## src/rtl/adder_pkg.sv

```systemverilog
// Shared constants and elaboration helper for the chunked pipelined adder/subtractor.
package adder_pkg;

    localparam logic MODE_ADD = 1'b0;
    localparam logic MODE_SUB = 1'b1;

    // Pipeline depth; returns 0 when WIDTH is not a whole number of chunks so the top can reject it.
    function automatic int unsigned calc_stages(input int unsigned width, input int unsigned chunk);
        if (chunk == 0 || (width % chunk) != 0) begin
            return 0;
        end
        return width / chunk;
    endfunction

endpackage

```

## src/rtl/adder_chunk_stage.sv

```systemverilog
// One CHUNK-bit slice of the carry-chunked adder with its pipeline register.
// Holds all state when en_i is low; ovf_o is only meaningful for the MSB slice.
module adder_chunk_stage
    import adder_pkg::*;
#(
    parameter int unsigned CHUNK = 4
) (
    input  logic             clk,
    input  logic             rst,
    input  logic             en_i,
    input  logic             valid_i,
    input  logic [CHUNK-1:0] a_i,
    input  logic [CHUNK-1:0] b_i,
    input  logic             carry_i,
    output logic             valid_o,
    output logic [CHUNK-1:0] sum_o,
    output logic             carry_o,
    output logic             ovf_o
);

    localparam int unsigned SW = CHUNK + 1;

    logic [CHUNK-1:0] sum_d;
    logic             carry_d;
    logic             ovf_d;

    logic             valid_q;
    logic [CHUNK-1:0] sum_q;
    logic             carry_q;
    logic             ovf_q;

    // Slice add; overflow uses this slice's top bit as the sign bit.
    always_comb begin
        {carry_d, sum_d} = SW'(a_i) + SW'(b_i) + SW'(carry_i);
        ovf_d            = (a_i[CHUNK-1] == b_i[CHUNK-1]) && (sum_d[CHUNK-1] != a_i[CHUNK-1]);
    end

    always_ff @(posedge clk) begin
        if (rst) begin
            valid_q <= 1'b0;
            sum_q   <= '0;
            carry_q <= 1'b0;
            ovf_q   <= 1'b0;
        end else if (en_i) begin
            valid_q <= valid_i;
            sum_q   <= sum_d;
            carry_q <= carry_d;
            ovf_q   <= ovf_d;
        end
    end

    assign valid_o = valid_q;
    assign sum_o   = sum_q;
    assign carry_o = carry_q;
    assign ovf_o   = ovf_q;

endmodule

```

## src/rtl/pipelined_adder_sub.sv

```systemverilog
// Carry-chunked pipelined add/subtract with valid/ready handshake, latency WIDTH/CHUNK.
// Define PIPELINED_ADDER_SAT_EN to clamp the result to the signed limit on overflow.
module pipelined_adder_sub
    import adder_pkg::*;
#(
    parameter int unsigned WIDTH = 16,
    parameter int unsigned CHUNK = 4
) (
    input  logic             clk,
    input  logic             rst,
    input  logic             in_valid,
    output logic             in_ready,
    input  logic [WIDTH-1:0] a,
    input  logic [WIDTH-1:0] b,
    input  logic             c_in,
    input  logic             sub,
    output logic             out_valid,
    input  logic             out_ready,
    output logic [WIDTH-1:0] sum,
    output logic             c_out,
    output logic             ovf
);

    localparam int unsigned STAGES = calc_stages(WIDTH, CHUNK);
    localparam int unsigned LAST   = STAGES - 1;

    if (STAGES == 0) begin : g_bad_cfg
        $error("pipelined_adder_sub: WIDTH must be a non-zero multiple of CHUNK");
    end

    logic             adv;
    logic [WIDTH-1:0] b_eff;
    logic             cin_eff;

    // Per-stage inputs: operands skewed so stage k sees the beat that stage k-1 just finished.
    logic [WIDTH-1:0] a_src   [STAGES];
    logic [WIDTH-1:0] b_src   [STAGES];
    logic             cy_src  [STAGES];
    logic             vld_src [STAGES];

    logic [WIDTH-1:0] a_sk_q  [STAGES];
    logic [WIDTH-1:0] b_sk_q  [STAGES];
    logic [WIDTH-1:0] lo_q    [STAGES];
    logic [WIDTH-1:0] lo_full [STAGES];
    logic [WIDTH-1:0] sum_raw;

    logic [CHUNK-1:0] sl_sum  [STAGES];
    logic             sl_cy   [STAGES];
    logic             sl_vld  [STAGES];
    logic             sl_ovf  [STAGES];

    assign adv      = !out_valid || out_ready;
    assign in_ready = adv;

    assign b_eff   = b ^ {WIDTH{sub == MODE_SUB}};
    assign cin_eff = (sub == MODE_ADD) ? c_in : 1'b1;

    always_comb begin
        a_src[0]   = a;
        b_src[0]   = b_eff;
        cy_src[0]  = cin_eff;
        vld_src[0] = in_valid;
        for (int k = 1; k < STAGES; k++) begin
            a_src[k]   = a_sk_q[k-1];
            b_src[k]   = b_sk_q[k-1];
            cy_src[k]  = sl_cy[k-1];
            vld_src[k] = sl_vld[k-1];
        end
    end

    // Completed lower slices of the beat sitting in stage k, with stage k's own slice merged in.
    always_comb begin
        for (int k = 0; k < STAGES; k++) begin
            lo_full[k]                  = lo_q[k];
            lo_full[k][k*CHUNK +: CHUNK] = sl_sum[k];
        end
    end

    always_ff @(posedge clk) begin
        if (rst) begin
            for (int k = 0; k < STAGES; k++) begin
                a_sk_q[k] <= '0;
                b_sk_q[k] <= '0;
                lo_q[k]   <= '0;
            end
        end else if (adv) begin
            lo_q[0] <= '0;
            for (int k = 0; k < STAGES; k++) begin
                a_sk_q[k] <= a_src[k];
                b_sk_q[k] <= b_src[k];
            end
            for (int k = 1; k < STAGES; k++) begin
                lo_q[k] <= lo_full[k-1];
            end
        end
    end

    for (genvar k = 0; k < STAGES; k++) begin : g_stage
        adder_chunk_stage #(
            .CHUNK (CHUNK)
        ) u_stage (
            .clk     (clk),
            .rst     (rst),
            .en_i    (adv),
            .valid_i (vld_src[k]),
            .a_i     (a_src[k][k*CHUNK +: CHUNK]),
            .b_i     (b_src[k][k*CHUNK +: CHUNK]),
            .carry_i (cy_src[k]),
            .valid_o (sl_vld[k]),
            .sum_o   (sl_sum[k]),
            .carry_o (sl_cy[k]),
            .ovf_o   (sl_ovf[k])
        );
    end

    assign out_valid = sl_vld[LAST];
    assign c_out     = sl_cy[LAST];
    assign ovf       = sl_ovf[LAST];
    assign sum_raw   = lo_full[LAST];

`ifdef PIPELINED_ADDER_SAT_EN
    // On overflow the raw MSB is the inverse of a's sign, so it selects the limit directly.
    assign sum = ovf ? {~sum_raw[WIDTH-1], {(WIDTH-1){sum_raw[WIDTH-1]}}} : sum_raw;
`else
    assign sum = sum_raw;
`endif

endmodule

```

## config.mk

```make
export PLATFORM = sky130hd
export DESIGN_NAME = pipelined_adder_sub
export DESIGN_NICKNAME = d
export VERILOG_FILES = /design/src/rtl/adder_pkg.sv /design/src/rtl/adder_chunk_stage.sv /design/src/rtl/pipelined_adder_sub.sv
export SDC_FILE = /design/constraint.sdc
export NUM_CORES = 1
export LEC_CHECK = 0
export CAP_MARGIN = 20
export CORE_UTILIZATION = 55
export DETAILED_ROUTE_END_ITERATION = 6
export HOLD_SLACK_MARGIN = 0.1
export PLACE_DENSITY = 0.84
export SLEW_MARGIN = 20
export SYNTH_ARGS = -nofsm -noshare
export SYNTH_HDL_FRONTEND = slang
export SYNTH_SLANG_ARGS = --single-unit
```

## constraint.sdc

```tcl
create_clock -name clk -period 8.3 [get_ports clk]
set_clock_uncertainty 0.15 [all_clocks]
set_input_delay 0.83 -clock clk [delete_from_list [all_inputs] [get_ports clk]]
set_output_delay 0.83 -clock clk [all_outputs]
set_load 0.005 [all_outputs]
```

==> impl_metrics.py <==
metrics = {
    "place": {
        "portBuffers": 57,
        "post_dp_cell_area_mm2": 0.00490,
        "gp_congestion": 0.774,
        "hpwl_um": 4280,
    },
    "critical_path": {
        "r2r_start": "g_stage[3].u_stage.valid_o",
        "worst_r2r_path_depth": 4,
        "cp_top_family": "buffers and inverters",
        "cp_slowest_cell": "inv_1",
        "critical_path_class": "in2out",
        "crit_chain": "clkdlybuf4s50_1 > nor2b_4 > inv_1 > clkdlybuf4s50_1",
        "r2r_slack_ns": 5.55,
        "crit_top_cell": "clkdlybuf4s50_1",
        "cp_num_buf_inv": 3,
        "critPathCaptureType": "output port",
        "r2r-end": "b_sk_q[0][11]",
        "start_kind": "input port",
        "cp_max_fo": 30,
        "crit_arrival_ns": 3.09,
        "worstPathRequired_ns": 7.32,
        "slowest_delay_ns": 0.61,
    },
    "synth": {
        "synthTopCellsByArea": "edfxtp_1 (49%), dfxtp_1 (11%), and2_1 (8.5%)",
        "yosysWarnings": 0,
        "synth_mux_area_frac": 0,
        "seq_area_frac_synth": 0.603,
        "syn_avg_cell_area_um2": 12.4,
        "ys_ff_latch": 97,
        "synth-simple-area-share": 0.163,
        "async_reset_ff_frac": 0,
        "synth_top_family_by_area": "simple AND/OR/NAND/NOR gates",
        "synthAdderAreaFrac": 0.0703,
        "ys_types": 30,
        "synth_compound_area_frac": 0.0615,
        "ys.flop_type": "edfxtp_1",
        "synth_top_area_cell": "edfxtp_1",
        "syn_inst": 356,
        "synthXorXnorAreaFrac": 0.0397,
        "synth_top_area_share": 0.490,
        "netlist_area_mm2": 0.00441,
        "synth_edf_count": 72,
        "syn_nets": 414,
    },
    "die": {
        "io_pins": 58,
        "die_y_um": 91.6,
        "dieArea_mm2": 0.00839,
        "row_count": 32,
        "core-area_mm2": 0.00773,
        "die_w_um": 91.6,
        "start_util": 0.571,
    },
    "cts": {
        "ctsLongestPathBuffers": 2,
        "htree_num_levels": 3,
        "cts_tree": "built",
        "clock-sinks": 97,
        "holdBufCountCts": 0,
        "numCtsBuffers": 9,
        "clkLatencyLatePin_ns": 0.35,
        "post_cts_resized": 0,
        "root_buffer": "clkbuf_8",
        "clkTransAtPathRegs_ns": 0.09,
        "postCtsSetupRepairBufs": 0,
    },
    "run": {
        "cap_violations": 0,
    },
    "final_layout": {
        "nets": 448,
        "postLayoutCoreUtil": 0.663,
        "fillCellCount": 574,
        "area_growth_pct": 16.0,
        "finalInstanceArea_mm2": 0.00512,
        "post_route_cells_drive_above_1_share": 0.0506,
        "diodes": 0,
    },
    "global_route": {
        "grt_pass1_wl_um": 11300,
        "grt_pass1_vias": 2412,
        "gr-usage-all-layers": 0.176,
        "antenna_found_initial": 0,
        "grt_max_degree": 73,
        "gr-total-overflow": 0,
    },
    "route": {
        "drtPass1Iterations": 4,
        "drt.antenna.violating_nets": 0,
        "vias": 2512,
        "route.detailed.drc": 0,
        "wl_um": 6630,
        "wl_per_cell_um": 13.3,
        "drtIter0Drc": 138,
        "via_per_inst": 5.05,
    },
    "timing": {
        "finalMaxSlewViolations": 0,
        "fin_hold_ws_ns": 0.312,
        "finalCriticalPeriod_ns": 4.07,
        "worstMarginPinSlew_ns": 0.940,
        "maxSlewHeadroom": 0.372,
        "fmax_ghz": 0.245,
        "finalSetupViolations": 0,
        "hold_viol": 0,
        "fin_setup_tns_ns": 0,
        "rsz0062_at_grt": "no",
        "fin_crit_sh": 0.491,
    },
    "power_and_ir_drop": {
        "total_power_mw": 1.00,
        "clkPwrFrac": 0.332,
        "p_seq_frac": 0.566,
        "p_int_mw": 0.781,
        "leakagePower_nw": 2.03,
        "p_comb_frac": 0.103,
        "swShare": 0.219,
        "power_density_mw_per_mm2": 195,
        "vdd_drop_max_mv": 0.0989,
        "switching_power_mw": 0.219,
    },
    "min_path": {
        "min_to": "g_stage[2].u_stage.sum_o[2]",
        "holdPathStages": 2,
        "hold_start": "g_stage[2].u_stage.sum_o[2]",
        "min_path_type": "reg2reg",
    },
    "outcome": {
        "outcome": "completed",
    },
}
## layout by cell type, fill, tap and decap left out, types with 2 or more instances in the layout
master           instances
ha_1                    12
fa_1                     8
bufinv_16                2
o21ai_0                  3
a21o_1                   3
a2111o_1                 4
inv_1                   12
nand3_1                  2
a211oi_1                 9
nand2_1                 22
nor2b_1                  3
nor2_1                  28
a21oi_1                 14
xnor2_1                 17
o211ai_1                 4
clkbuf_8                 9
nand3b_1                 8
or3_1                    2
nand2b_1                 3
clkdlybuf4s50_1         57
dfxtp_1                 25
and2_1                  60
xor2_1                   3
edfxtp_1                72
## cell families after synthesis
family,count (synthesis)
compound gates,39
fa+ha+maj,20
simple gates,133
flops,97
buf+inv,47
xor+xnor,20
## final cells by class
class | count | area [um^2] | share of cell area
Inverter | 12 | 45.0 | 0.00880
Clock inverter | 7 | 93.8 | 0.0183
Clock buffer | 9 | 124 | 0.0242
Timing Repair Buffer | 58 | 578 | 0.113
Sequential cell | 97 | 2660 | 0.520
Tap cell | 102 | 128 | 0.0249
Multi-Input combinational cell | 212 | 1490 | 0.291
## cell usage after synthesis (4+ instances only)
master and count:
a21oi_1 14, nand2_1 22, nor2_1 29, nand2b_1 4
a211oi_1 9, edfxtp_1 72, clkbuf_1 8, and2_1 60
ha_1 12, a2111o_1 4, o211ai_1 4, dfxtp_1 25
buf_2 4, buf_4 21, fa_1 8, inv_1 12
nand3b_1 8, xnor2_1 17
## flip-flops by register name, indices dropped and copies added, names as in the netlist
name / count
a_sk_q: 24
b_sk_q: 24
g_stage.u_stage.carry_o: 4
g_stage.u_stage.ovf_o: 1
g_stage.u_stage.sum_o: 16
g_stage.u_stage.valid_o: 4
lo_q: 24
## worst register-to-register path: cells and delay by family, from the launching register on
family | cells | cell delay (ns)
and+or+nand+nor | 3 | 1.35
buffers and inverters | 1 | 0.61
DFF | 1 | 0.38
## metal layers
layer	share of wire	GRT usage
met5	0	0
met4	0.017	0.0754
met3	0.041	0.0310
met2	0.49	0.284
met1	0.46	0.233
## worst max-delay path by stage
| stage | cells past startpoint | slack (ns) | start | endpoint |
|---|---|---|---|---|
| detailed placement | 4 | 4.26 | out_ready | in_ready |
| global route | 4 | 4.09 | out_ready | in_ready |
| CTS | 4 | 4.24 | out_ready | in_ready |
| finish | 4 | 4.23 | out_ready | in_ready |
| floorplan | 3 | 4.77 | rst | a_sk_q[0][10] |
| global placement | 4 | 4.30 | out_ready | in_ready |
## power groups by stage
stage	logic (mW)	clock network (mW)	registers [mW]
after floorplan	0.0687	0	0.573
after global placement	0.0976	0	0.575
after detailed placement	0.102	0	0.576
after CTS	0.103	0.335	0.566
after global routing	0.116	0.357	0.569
final	0.103	0.332	0.565
## stage by stage
stage / worst slack (ns) / std cells
2_1_floorplan: 4.77 / 356
3_3_place_gp: 4.30 / 481
3_5_place_dp: 4.26 / 481
4_1_cts: 4.24 / 497
5_1_grt: 4.09 / 497
6_report: 4.23 / 497
Power figures use the tool's default switching activity.
